<file path="src/rtl/pmem_burst_adaptor.sv">
// pmem_burst_adaptor
//   Bridges a cache's whole-line memory port to a narrower burst memory.
//   A line read is filled from s_line/s_burst consecutive memory beats.
//   A line write is split into the same number of beats, in the same order.
//   Beat k covers line bits [s_burst*k +: s_burst], so beat 0 is the least
//   significant slice.
//
//   Optional build macro: LINE_ADDR_ALIGN_EN
//     Defined     : the latched address has its byte-within-line bits cleared.
//     Not defined : the latched address is address_i unchanged.
//
// Ports
//   clk        clock; all state changes happen on the rising edge
//   rst        asynchronous, active-low reset
//   line_i     write-back line from the cache
//   line_o     most recently completed fill line; valid when resp_o=1
//   address_i  line address from the cache
//   read_i     cache line-read request
//   write_i    cache line-write request (read_i wins when both are high)
//   resp_o     one-cycle line-done pulse to the cache
//   burst_i    read beat from memory
//   burst_o    write beat to memory
//   address_o  burst address to memory (0 when no burst is active)
//   read_o     memory burst-read request
//   write_o    memory burst-write request
//   resp_i     memory beat acknowledge; one beat per high cycle
module pmem_burst_adaptor #(
  parameter int s_line  = 256,
  parameter int s_burst = 64
) (
  input  logic               clk,
  input  logic               rst,
  input  logic [s_line-1:0]  line_i,
  output logic [s_line-1:0]  line_o,
  input  logic [31:0]        address_i,
  input  logic               read_i,
  input  logic               write_i,
  output logic               resp_o,
  input  logic [s_burst-1:0] burst_i,
  output logic [s_burst-1:0] burst_o,
  output logic [31:0]        address_o,
  output logic               read_o,
  output logic               write_o,
  input  logic               resp_i
);

  localparam int BEATS    = s_line / s_burst;
  localparam int CW       = (BEATS > 1) ? $clog2(BEATS) : 1;
  localparam int OFFSET_W = $clog2(s_line / 8);

  typedef enum logic [1:0] {IDLE, READ, WRITE, DONE} state_t;

  state_t             state_reg, state_next;
  logic [CW-1:0]      count_reg;
  logic [31:0]        addr_reg;
  logic [31:0]        addr_latch;
  logic [s_line-1:0]  wdata_reg;
  logic [s_line-1:0]  fill_reg;
  logic [s_line-1:0]  fill_next;
  logic [s_line-1:0]  line_reg;
  logic [s_burst-1:0] wbeat [BEATS];
  logic               last_beat;

`ifdef LINE_ADDR_ALIGN_EN
  assign addr_latch = address_i & ~((32'd1 << OFFSET_W) - 32'd1);
`else
  assign addr_latch = address_i;
`endif

  assign last_beat = (count_reg == CW'(BEATS - 1));

  // Fill assembly lives in its own buffer so line_o keeps the previous line
  // until the new one is complete; the final beat is merged in via fill_next.
  for (genvar gi = 0; gi < BEATS; gi++) begin : g_beats
    assign wbeat[gi] = wdata_reg[gi*s_burst +: s_burst];
    assign fill_next[gi*s_burst +: s_burst] =
      (count_reg == CW'(gi)) ? burst_i : fill_reg[gi*s_burst +: s_burst];
  end

  // State register
  always_ff @(posedge clk or negedge rst) begin
    if (!rst) state_reg <= IDLE;
    else      state_reg <= state_next;
  end

  // Next-state logic
  always_comb begin
    state_next = state_reg;
    case (state_reg)
      IDLE: begin
        if (read_i)       state_next = READ;
        else if (write_i) state_next = WRITE;
      end
      READ, WRITE: begin
        if (resp_i && last_beat) state_next = DONE;
      end
      DONE:    state_next = IDLE;
      default: state_next = IDLE;
    endcase
  end

  // Outputs are decoded from state only, so they never depend on same-cycle inputs
  always_comb begin
    read_o    = 1'b0;
    write_o   = 1'b0;
    resp_o    = 1'b0;
    address_o = 32'd0;
    burst_o   = '0;
    case (state_reg)
      READ: begin
        read_o    = 1'b1;
        address_o = addr_reg;
      end
      WRITE: begin
        write_o   = 1'b1;
        address_o = addr_reg;
        burst_o   = wbeat[count_reg];
      end
      DONE:    resp_o = 1'b1;
      default: ;
    endcase
  end

  // Datapath: request capture, beat counting and fill assembly
  always_ff @(posedge clk or negedge rst) begin
    if (!rst) begin
      count_reg <= '0;
      addr_reg  <= 32'd0;
      wdata_reg <= '0;
      fill_reg  <= '0;
      line_reg  <= '0;
    end else begin
      case (state_reg)
        IDLE: begin
          if (read_i || write_i) begin
            addr_reg  <= addr_latch;
            count_reg <= '0;
            if (!read_i) wdata_reg <= line_i;
          end
        end
        READ, WRITE: begin
          if (resp_i) begin
            count_reg <= last_beat ? '0 : count_reg + CW'(1);
            if (state_reg == READ) begin
              fill_reg <= fill_next;
              if (last_beat) line_reg <= fill_next;
            end
          end
        end
        default: ;
      endcase
    end
  end

  assign line_o = line_reg;

endmodule

</file>
<file path="config.mk">
export PLATFORM = sky130hd
export DESIGN_NAME = pmem_burst_adaptor
export DESIGN_NICKNAME = d
export VERILOG_FILES = /design/src/rtl/pmem_burst_adaptor.sv
export SDC_FILE = /design/constraint.sdc
export NUM_CORES = 1
export LEC_CHECK = 0
export CAP_MARGIN = 15
export CORE_AREA = 2 2 273 275
export DETAILED_ROUTE_END_ITERATION = 7
export DIE_AREA = 0 0 275 277
export PLACE_DENSITY = 0.71
export SETUP_SLACK_MARGIN = 0.3
export SYNTH_ARGS = -nofsm -noshare
export SYNTH_HDL_FRONTEND = slang
export SYNTH_SLANG_ARGS = --single-unit
export TNS_END_PERCENT = 1
</file>
<file path="constraint.sdc">
create_clock -name clk -period 2.1 [get_ports clk]
set_clock_uncertainty 0.1 [all_clocks]
set_input_delay 0.315 -clock clk [delete_from_list [all_inputs] [get_ports clk]]
set_output_delay 0.315 -clock clk [all_outputs]
set_load 0.05 [all_outputs]
</file>
==> reports/qor.txt <==
YS warnings - 0
Placed Cells - 3,988
critical path required time - 1.68 ns
CTS tree - yes
Initial Utilization - 42.9%
Area contributors post-synth - dfrtp_1 59%, mux2_2 17%, mux2i_1 6.3%, nand2_1 4.6%, mux4_2 4.6%
Worst Path Buf+Inv - 3
initial antenna violation count - 14
fin util - 60.5%
core area - 73,600 um2
Final HPWL DP - 65,400 um
Final Non-Filler Cells - 4,145
status - finished with violations
H-tree level count - 3
max-cap check violation count - 0
Lkg Pwr - 0.0214 uW
RSZ-0062 raised after global routing - yes
worst setup margin - -0.596 ns
top layer in use - met5
largest net degree at the start of global routing - 82
fin crit share - 128%
Hold Fails Final Rpt - 0
first-pass GRT wire length - 138,000 um
HP Class - in -> async
biggest cell delay along the critical path - 0.49 ns
Clock transition at path regs - 0.06 ns
Slowest cell on crit path - mux4_2
CP endpoint kind - primary output
via count - 21,824
GRT Total Usage - 23.6%
DR vias/cell - 5.27
Synth top area share - 58.7%
vias in the first global route - 22,884
Die Ht - 277 um
syn_nets - 2,704
Worst-Skew Late Latency - 0.62 ns
f_max - 371 MHz
area grow syn2layout - 41.1%
P per Cell Area - 1740 nW/um2
Slew Viols, Final - 0
Seq/Total Area, Yosys - 58.7%
Design Area, Final - 44,500 um2
Cell variety after synth - 22
first-pass iteration count of the detailed router - 4
final routed DRC violation total - 0
share of layout cells above drive strength 1 - 40.1%
Clock Path Buffers - 3
final wirelength - 94,000 um
antenna violation net count after detailed routing - 0
critical path type - reg -> out
site row count - 100
routed length on met1 - 37,400 um
cells after synthesis - 2,337
clock root buffer - clkbuf_16
post-layout net count - 3,474
WL met2 - 46,400 um
Placer Congestion - 0.884
Worst Path Arrival - 2.28 ns
worst vdd ir - 1140 uV
violated checks - setup timing
number of synthesized register bits - 740
area leader, netlist - dfrtp_1
Avg Cell Area, Syn - 13.5 um2
Worst R2R Setup Slack - -0.05 ns
CTS buffer count - 79
routed len/inst - 22.7 um
Port Buffers - 711
worst-path maximum fanout - 6
Cell Chain, Critical Path - buf_12 > clkbuf_16 > mux4_2 > and2_2 > buf_6
Die W - 275 um
delay-heaviest family, CP - buffers and inverters
Sink Count - 740
Post-DP Area - 40,900 um2
Worst-Margin Slew - 0.473 ns
max_slew headroom - 68.5%
GR Overflow Total - 0
Die ar. - 76,200 um2
Synth Cell Area - 31,500 um2
WL met3 - 7040 um
Final setup viols - 131
CP startpoint kind - register
Period minus WS final - 2.70 ns
drt initial violations - 1,314
# IOs - 712
## what timing repair did
action / 4_1_cts / 5_1_grt
hold buffers: 1 / 0
resized for setup: 981 / 436
buffers inserted: 2 / 1
pin swaps: 17 / 18
endpoints found under the hold margin: 504 / 0
endpoints found under the setup margin: 1022 / 860
gates cloned: 0 / 3
## layer usage
metal / vias up / GRT usage (%)
li1: 9651 / -
met2: 795 / 39.5
met1: 11191 / 29.7
met3: 173 / 5.66
met5: - / 0
met4: 14 / 8.62
## where the power goes
part	switching (uW)	total [uW]	internal (uW)
Clock	5930	14700	8780
Combinational	20500	37800	17400
Sequential	4160	25000	20800
## cell families after synthesis
| kind of cell | share of synthesized area (%) |
|---|---|
| simple gates | 6.77 |
| compound gates | 3.10 |
| mux | 28.0 |
| flops | 58.7 |
| fa+ha+maj | 0.397 |
| buf+inv | 3.04 |
## cell usage after synthesis (all sizes together)
| cell type | count |
|---|---|
| nor2b | 1 |
| nor3b | 1 |
| and2 | 96 |
| mux2i | 197 |
| ha | 10 |
| nand3 | 4 |
| mux2 | 480 |
| a21oi | 1 |
| dfrtp | 740 |
| inv | 4 |
| mux4 | 64 |
| o21ai | 194 |
| nor3 | 1 |
| clkbuf | 36 |
| and3 | 1 |
| nand2 | 387 |
| nand3b | 2 |
| buf | 118 |
## cells in the final DEF (no fill, tap or decap), types with 2 or more instances in the layout
master	Yosys	final
clkdlybuf4s15_2	0	29
and2_4	0	67
nand3b_1	2	2
and2_1	96	2
buf_6	30	36
nand3_4	0	4
clkinv_2	0	12
mux2i_1	197	197
mux4_2	64	64
diode_2	0	5
buf_16	0	9
buf_4	14	96
clkdlybuf4s50_1	0	355
ha_1	10	4
bufinv_16	0	9
clkinvlp_4	0	5
clkbuf_1	36	17
clkbuf_2	0	29
o21ai_1	1	11
dfrtp_2	0	2
o21ai_0	193	182
nand2_1	387	387
and2_2	0	27
buf_2	69	159
clkbuf_16	0	84
clkdlybuf4s18_2	0	4
buf_8	0	21
mux2_4	0	247
mux2_2	480	233
clkinv_8	0	3
clkinv_16	0	2
dfrtp_1	740	737
clkbuf_8	0	16
buf_12	0	100
ha_4	0	5
## metrics by stage
step	TNS (ns)	total power [uW]	setup WS, ns	hold WS, ns
CTS	-50.70	75300	-0.641	0.0512
global placement	-2.61	59700	-0.0882	0.141
finish	-41.82	77500	-0.596	0.0755
global route	-60.53	81000	-0.665	0.0912
detailed placement	-3.92	60700	-0.103	0.143
floorplan	0	46800	0.0205	-0.0806
## final timing paths
kind                                          start                        to  cells past startpoint
max                        count_reg[0]$_DFFE_PN0P_               burst_o[38]                      5
min                                             rst   line_o[202]$_DFFE_PN0P_                      2
max reg2reg                count_reg[0]$_DFFE_PN0P_     line_o[8]$_DFFE_PN0P_                      8
min reg2reg                 line_o[180]$_DFFE_PN0P_   line_o[180]$_DFFE_PN0P_                      2
max in group asynchronous                       rst  wdata_reg[5]$_DFFE_PN0P_                      4
min in group clk                      address_i[30]  addr_reg[30]$_DFFE_PN0P_                      2
## layout make-up
cell class              count  area (um2)
repair buffers            843        8660
inverters                   4        21.3
diodes                      5        12.5
clock buffers             113        2290
multi-input cells        1439       13300
clock inverters            32         500
fillers                  5567       29100
well taps                 969        1210
flip-flops and latches    740       18500
Power figures use the tool's default switching activity.
